## src/rtl/l1_ring_request_arbiter_pkg.sv

```systemverilog
// Shared types for the L1 ring request path: scalar width, line offset and ring source encoding.
package l1_ring_request_arbiter_pkg;

  typedef logic [31:0] scalar_t;

  localparam int CACHE_LINE_OFFSET_WIDTH = 6;

  typedef enum logic {
    RS_ICACHE = 1'b0,
    RS_DCACHE = 1'b1
  } ring_source_t;

  typedef enum logic {
    HOLD_EMPTY = 1'b0,
    HOLD_FULL  = 1'b1
  } hold_state_t;

endpackage

```

## src/rtl/l1_ring_request_arbiter_arbiter.sv

```systemverilog
// Round-robin arbiter: one-hot grant among requesters, combinational.
// Priority rotates past the last granted entry only when update_lru is pulsed.
module arbiter #(
  parameter int NUM_ENTRIES = 2
) (
  input  logic                   clk,
  input  logic                   reset,
  input  logic [NUM_ENTRIES-1:0] request,
  input  logic                   update_lru,
  output logic [NUM_ENTRIES-1:0] grant_oh
);

  localparam int IDX_W = (NUM_ENTRIES > 1) ? $clog2(NUM_ENTRIES) : 1;

  logic [IDX_W-1:0]       last_idx;
  logic [IDX_W-1:0]       pick_any;
  logic [IDX_W-1:0]       pick_masked;
  logic                   have_masked;
  logic [NUM_ENTRIES-1:0] above_last;

  // Lowest requester strictly above the last winner, else lowest requester overall.
  always_comb begin
    pick_any    = '0;
    pick_masked = '0;
    have_masked = 1'b0;
    above_last  = '0;
    for (int i = NUM_ENTRIES - 1; i >= 0; i--) begin
      above_last[i] = (i > int'(last_idx));
      if (request[i]) begin
        pick_any = IDX_W'(i);
      end
      if (request[i] && above_last[i]) begin
        pick_masked = IDX_W'(i);
        have_masked = 1'b1;
      end
    end
    grant_oh = '0;
    if (|request) begin
      grant_oh = NUM_ENTRIES'(1) << (have_masked ? pick_masked : pick_any);
    end
  end

  // Reset points at the highest entry so entry 0 wins the first tie.
  always_ff @(posedge clk or negedge reset) begin
    if (!reset) begin
      last_idx <= IDX_W'(NUM_ENTRIES - 1);
    end else if (update_lru && (|request)) begin
      last_idx <= have_masked ? pick_masked : pick_any;
    end
  end

endmodule

```

## src/rtl/l1_ring_request_arbiter.sv

```systemverilog
// Shares the ring injection slot between I- and D-miss queues via a one-entry hold register.
// Latency: ready to ring_request_valid is 1 cycle; ack is same-cycle with the grant.
// Backpressure: no ack while the hold register is full and the ring slot is busy.
module l1_ring_request_arbiter
  import l1_ring_request_arbiter_pkg::*;
#(
  parameter int STALL_COUNT_WIDTH = 16
) (
  input  logic                         clk,
  input  logic                         reset,
  input  logic                         icache_request_ready,
  input  scalar_t                      icache_request_address,
  output logic                         icache_request_ack,
  input  logic                         dcache_request_ready,
  input  scalar_t                      dcache_request_address,
  input  logic                         dcache_request_store,
  output logic                         dcache_request_ack,
  input  logic                         ring_slot_free,
  output logic                         ring_request_valid,
  output scalar_t                      ring_request_address,
  output logic                         ring_request_store,
  output logic                         ring_request_source,
  output logic [STALL_COUNT_WIDTH-1:0] stall_cycles
);

  hold_state_t  state;
  scalar_t      hold_address;
  logic         hold_store;
  ring_source_t hold_source;
  logic [1:0]   grant_oh;
  logic         can_accept;
  logic         grant_en;
  logic         dcache_win;

  // Gated by reset so acks stay low while the miss queues are also in reset.
  assign can_accept = reset && ((state == HOLD_EMPTY) || ring_slot_free);
  assign grant_en   = can_accept && (icache_request_ready || dcache_request_ready);
  assign dcache_win = grant_oh[1];

  arbiter #(
    .NUM_ENTRIES(2)
  ) u_arbiter (
    .clk       (clk),
    .reset     (reset),
    .request   ({dcache_request_ready, icache_request_ready}),
    .update_lru(grant_en),
    .grant_oh  (grant_oh)
  );

  assign icache_request_ack = can_accept && grant_oh[0];
  assign dcache_request_ack = can_accept && grant_oh[1];

  always_ff @(posedge clk or negedge reset) begin
    if (!reset) begin
      state        <= HOLD_EMPTY;
      hold_address <= '0;
      hold_store   <= 1'b0;
      hold_source  <= RS_ICACHE;
      stall_cycles <= '0;
    end else begin
      if (grant_en) begin
        state        <= HOLD_FULL;
        hold_address <= dcache_win ? dcache_request_address : icache_request_address;
        hold_store   <= dcache_win && dcache_request_store;
        hold_source  <= dcache_win ? RS_DCACHE : RS_ICACHE;
      end else if ((state == HOLD_FULL) && ring_slot_free) begin
        state <= HOLD_EMPTY;
      end
      if ((state == HOLD_FULL) && !ring_slot_free && (stall_cycles != '1)) begin
        stall_cycles <= stall_cycles + 1'b1;
      end
    end
  end

  assign ring_request_valid   = (state == HOLD_FULL);
  assign ring_request_address = hold_address;
  assign ring_request_store   = hold_store;
  assign ring_request_source  = hold_source;

  a_one_ack : assert property (@(posedge clk) disable iff (!reset)
    !(icache_request_ack && dcache_request_ack));
  a_i_ack_ready : assert property (@(posedge clk) disable iff (!reset)
    icache_request_ack |-> icache_request_ready);
  a_d_ack_ready : assert property (@(posedge clk) disable iff (!reset)
    dcache_request_ack |-> dcache_request_ready);
  a_i_aligned : assert property (@(posedge clk) disable iff (!reset)
    icache_request_ack |-> (icache_request_address[CACHE_LINE_OFFSET_WIDTH-1:0] == '0));
  a_d_aligned : assert property (@(posedge clk) disable iff (!reset)
    dcache_request_ack |-> (dcache_request_address[CACHE_LINE_OFFSET_WIDTH-1:0] == '0));

endmodule

```

## config.mk

```make
export PLATFORM = sky130hd
export DESIGN_NAME = l1_ring_request_arbiter
export DESIGN_NICKNAME = d
export VERILOG_FILES = /design/src/rtl/l1_ring_request_arbiter_pkg.sv /design/src/rtl/l1_ring_request_arbiter_arbiter.sv /design/src/rtl/l1_ring_request_arbiter.sv
export SDC_FILE = /design/constraint.sdc
export NUM_CORES = 1
export LEC_CHECK = 0
export ABC_AREA = 1
export CORE_MARGIN = 2
export CORE_UTILIZATION = 44
export CTS_CLUSTER_SIZE = 20
export DETAILED_ROUTE_END_ITERATION = 10
export PLACE_DENSITY = 0.85
export SYNTH_ARGS = -nofsm -noshare
export SYNTH_HDL_FRONTEND = slang
export SYNTH_SLANG_ARGS = --single-unit
```

## constraint.sdc

```tcl
create_clock -name clk -period 2.65 [get_ports clk]
set_clock_uncertainty 0.05 [all_clocks]
set_input_delay 0.795 -clock clk [delete_from_list [all_inputs] [get_ports clk]]
set_output_delay 0.795 -clock clk [all_outputs]
set_load 0.05 [all_outputs]
```

# Word-level counts from Yosys, hierarchy flattened
# Index checks and enable logic that the tools add are counted.
[classes] n_addsub=1 multipliers=0 div=0 n_lt_le_gt_ge=1 eq_ne=1 shift=1 muxes=9 bitwise_logic=1 n_reduce_logical=15
[op_table] cell="32-bit two-way mux" count=1
[op_table] cell="16-bit by 1-bit adder with 16-bit output, second input constant" count=1
[op_table] cell="16-bit inequality test, second input constant" count=1
[op_table] cell="1-bit logical AND" count=10
[op_table] cell="1-bit two-way mux" count=7
[op_table] cell="1-bit logical OR" count=2
[op_table] cell="2-bit two-way mux" count=1
[op_table] cell="2-bit nonzero test" count=1
[op_table] cell="2-bit OR reduction" count=1
[op_table] cell="1-bit by 1-bit left shift with 2-bit output, first input constant" count=1
[op_table] cell="1-bit greater-than comparator, first input constant" count=1
[op_table] cell="1-bit zero test" count=1
[op_table] cell="1-bit NOT" count=1
[word_totals] reg_bits=52 latch_bits=0 ramBits=0 romBits=0 inputBits=70 n_memories=0

# Depth between registers and ports, before layout
# Gate-level depths: netlist of run 1.
[logic_depth] depth_word=7 depth_mapped=9 ltp_nobuf=9

# Hierarchy
# Synthesis of run 1 repeated with hierarchy kept, for this count alone.
[hier_totals] hier_cells=354 hier_area_um2=2766.4
[by_module_without_submodules] module="l1_ring_request_arbiter" n_inst=1 cells_per_inst=345 area_each_um2=2700.1 seq_area_each_um2=1276.2
[by_module_without_submodules] module="arbiter" n_inst=1 cells_per_inst=9 area_each_um2=66.3 seq_area_each_um2=26.3

# Worst setup path after synthesis of run 1
# OpenSTA, ideal clock, no wires.
[synth_path] path_type="in2out" start="in ring_slot_free" end="out icache_request_ack" arrival_time_ps=1545 required_ps=1805 slack_ps=260 cell_stages=7 path_buffers=1 path_cell_list="inv_1 > nand2_2 > nand2_1 > nor2_4 > inv_2 > nor2_4 > buf_4"
[synth_between] elab_chain_cells=3
[synth_lines] item="start: declaration" line="l1_ring_request_arbiter.sv:18" rtl="input logic ring_slot_free,"
[synth_lines] item="1-bit logical OR" line="l1_ring_request_arbiter.sv:36" rtl="assign can_accept = reset && ((state == HOLD_EMPTY) || ring_slot_free);"
[synth_lines] item="1-bit logical AND" line="l1_ring_request_arbiter.sv:36"
[synth_lines] item="1-bit logical AND" line="l1_ring_request_arbiter.sv:50" rtl="assign icache_request_ack = can_accept && grant_oh[0];"
[synth_lines] item="end: declaration" line="l1_ring_request_arbiter.sv:13" rtl="output logic icache_request_ack,"
# Every way passes these cells.

# Worst setup path in the final report of run 1
# Ends and elaborated chain as after synthesis.

==> impl_metrics.env, run 1 <==
export IMPL_status="finished clean"
export IMPL_synth_edf_count=0
export IMPL_synth_ff_type="dfrtp_1"
export IMPL_fin_total_pwr_mw=2.65
export IMPL_instances_no_fill=543
export IMPL_syn_nets=410
export IMPL_ir_drop_v=0.000657
export IMPL_setup_viol=0
export IMPL_crit_chain="dlygate4sd2_1, inv_1, nand2_2, nand2_4, nor2_4, inv_2, nor2_4, buf_12"
export IMPL_syn_cell_area_um2=2600
export IMPL_yosys_warnings=0
export IMPL_gp_congestion=0.863
export IMPL_use_met3_pct=7.33
export IMPL_ctsHoldBuffers=0
export IMPL_r2r_end="stall_cycles[3]"
export IMPL_io_buffers=122
export IMPL_drt_iter0_drc=106
export IMPL_seq_area_frac_synth_pct=50.0
export IMPL_drive_above_1_share_pct=9.40
export IMPL_dieArea_um2=6550
export IMPL_synth_top_family_by_area="simple AND/OR/NAND/NOR gates"
export IMPL_synth_top_area_share_pct=49.0
export IMPL_hold_viol=0
export IMPL_critical_path_startpoint="ring_slot_free"
export IMPL_crit_path_top_delay_cell="dlygate4sd2_1"
export IMPL_postSynthCellCount=339
export IMPL_num_rows=28
export IMPL_cp_max_fo=3
export IMPL_cts_tree="done"
export IMPL_synthXorXnorAreaFrac_pct=2.35
export IMPL_coreArea_um2=5820
export IMPL_rsz0062_at_grt="false"
export IMPL_initial_utilization_pct=44.8
export IMPL_synth_compound_area_share_pct=5.33
export IMPL_fin_crit_sh_pct=93.8
export IMPL_required_ps=1810
export IMPL_clock_sinks=52
export IMPL_antenna_found_initial=0
export IMPL_slew_violations=0
export IMPL_dpl_hpwl_um=5330
export IMPL_fmax_mhz=402
export IMPL_met2_usage_pct=38.9
export IMPL_viasPerCell=4.90
export IMPL_arrival_ps=1640
export IMPL_drc=0
export IMPL_synthTopCellsByArea="dfrtp_1 49%, nand2_1 22%, nand3_1 5.4%"
export IMPL_cts_path_max_buffers=2
export IMPL_routedWlPerCell_um=13.1
export IMPL_grtUsageTotal_pct=22.6
export IMPL_ff2ff_path_depth=8
export IMPL_root_buffer="clkbuf_8"
export IMPL_top_usage_layer="met2"
export IMPL_yosys_register_bits=52
export IMPL_die_x_um=80.9
export IMPL_r2r_start="stall_cycles[0]"
export IMPL_synthTopCellsByCount="155 x nand2_1, 51 x dfrtp_1, 28 x nand3_1, 25 x nor2_1, 14 x o21ai_0"
export IMPL_start_kind="primary input"
export IMPL_h_tree_depth=2
export IMPL_cpPeakStageDelay_ps=200
export IMPL_fin_crit_ps=2490
export IMPL_cts_clk_slew_worst_paths_ps=90
export IMPL_cts_buffers_inserted=5
export IMPL_synth_cell_types=22
export IMPL_crit_end="icache_request_ack"
export IMPL_routed_wl_um=7130
export IMPL_diodes=0
export IMPL_synthSimpleGateAreaFrac_pct=36.6
export IMPL_max_cap_violations=0
export IMPL_die_y_um=80.9
export IMPL_synth_mux_area_share_pct=0
export IMPL_grt_pass1_vias=2581
export IMPL_max_slew_worst_pin_slew_ps=640
export IMPL_syn_avg_cell_area_um2=7.68
export IMPL_crit_path_end_kind="primary output"
export IMPL_clock_latency_ps=290
export IMPL_ant_nets=0
export IMPL_syn2layout_area_growth_pct=55.0
export IMPL_grt_max_degree=53
export IMPL_first_pass_iters=5
export IMPL_grt_pass1_wl_um=11600
export IMPL_finalNetCount=539
export IMPL_async_reset_ff_share_pct=100
export IMPL_yosys_area_top_type="dfrtp_1"
export IMPL_timing_critical_path_mode_cell="nor2_4"
export IMPL_p_leak_nw=1.83
export IMPL_r2r_setup_slack_ps=910
export IMPL_yosysMostFrequentCell="nand2_1"
export IMPL_vias=2663
export IMPL_synthAdderAreaFrac_pct=0.481
export IMPL_grt_overflow=0
export IMPL_worst_hold_path_type="flip-flop to flip-flop"
export IMPL_ioPinCount=123
export IMPL_place_inst=533
export IMPL_timing_slew_headroom_pct=57.4
export IMPL_crit_type="primary input to primary output"
export IMPL_use_met1_pct=27.9
export IMPL_powerDensity_nw_per_um2=656
flip-flops by register name, indices dropped and copies added (netlist names):
signal	flops
ring_request_source	1
u_arbiter.last_idx	1
ring_request_valid	1
ring_request_store	1
ring_request_address	32
stall_cycles	16
cell type report:
cell class	count	area, um2
tap	75	93.8
fill	494	1780
multi-input combinational	260	1180
inverter	15	56.3
clock inverter	1	5.00
clock buffer	6	72.6
timing repair buffer	134	1330
sequential	52	1300
repair_timing:
item	CTS	global route
endpoints found under the setup margin	2	2
hold endpoints to repair	0	0
setup buffers	1	2
pin swaps	3	2
resized for setup	6	3
layer usage:
metal,vias up,wire [um]
li1,1314,-
met1,1228,2820
met2,117,3600
met3,4,664
met4,0,44
met5,-,0
kinds of logic after synthesis:
group           after synthesis
flops                        52
buf+inv                      27
fa+ha+maj                     1
xor+xnor                      7
simple gates                227
compound gates               25
how the worst min path moves through the flow:
stage | startpoint | to | slack (ps) | cells after the start
2_1_floorplan | u_arbiter.last_idx | u_arbiter.last_idx | 390 | 2
3_3_place_gp | u_arbiter.last_idx | u_arbiter.last_idx | 400 | 2
3_5_place_dp | u_arbiter.last_idx | u_arbiter.last_idx | 410 | 2
4_1_cts | u_arbiter.last_idx | u_arbiter.last_idx | 420 | 2
5_1_grt | u_arbiter.last_idx | u_arbiter.last_idx | 430 | 2
6_report | u_arbiter.last_idx | u_arbiter.last_idx | 420 | 2
critical path, delay by kind of cell:
family        cells  cell delay [ps]
buf+inv           4              460
simple gates      4              380
power breakdown:
part | total, mW | switching [mW] | internal, mW
sequential | 1.04 | 0.109 | 0.930
clock | 0.422 | 0.241 | 0.180
combinational | 1.19 | 0.752 | 0.433
total | 2.65 | 1.10 | 1.54
layout by cell type (no fill, tap or decap), types with 4 or more instances in the layout:
| cell | n |
|---|---|
| clkdlybuf4s50_1 | 116 |
| nand4_1 | 5 |
| nand2_1 | 152 |
| o21ai_1 | 10 |
| buf_4 | 12 |
| nor2_2 | 7 |
| nand3_1 | 28 |
| clkbuf_8 | 5 |
| inv_1 | 10 |
| inv_2 | 5 |
| xor2_1 | 4 |
| dfrtp_1 | 51 |
| o21ai_0 | 14 |
| nor2_1 | 24 |
| nand2_2 | 5 |
through the flow:
stage | TNS, ps | hold slack, ps | instance area [um2] | utilization, % | setup slack [ps]
2_1_floorplan | 0 | 393 | 2600 | - | 260
3_3_place_gp | -163 | 404 | 3920 | 67.4 | -84.3
3_5_place_dp | -240 | 409 | 3920 | 67.4 | -128
4_1_cts | 0 | 420 | 4010 | 69.0 | 2.68
5_1_grt | 0 | 429 | 4040 | 69.4 | 117
6_report | 0 | 417 | 4040 | 69.4 | 165
(Power assumes the default switching activity.)
==> inputs of run 2 (changes only) <==
HOLD_SLACK_MARGIN = 0.03   (was unset)
==> results of run 2 <==
Final layout, timing and power as in run 1 (identical DEF).
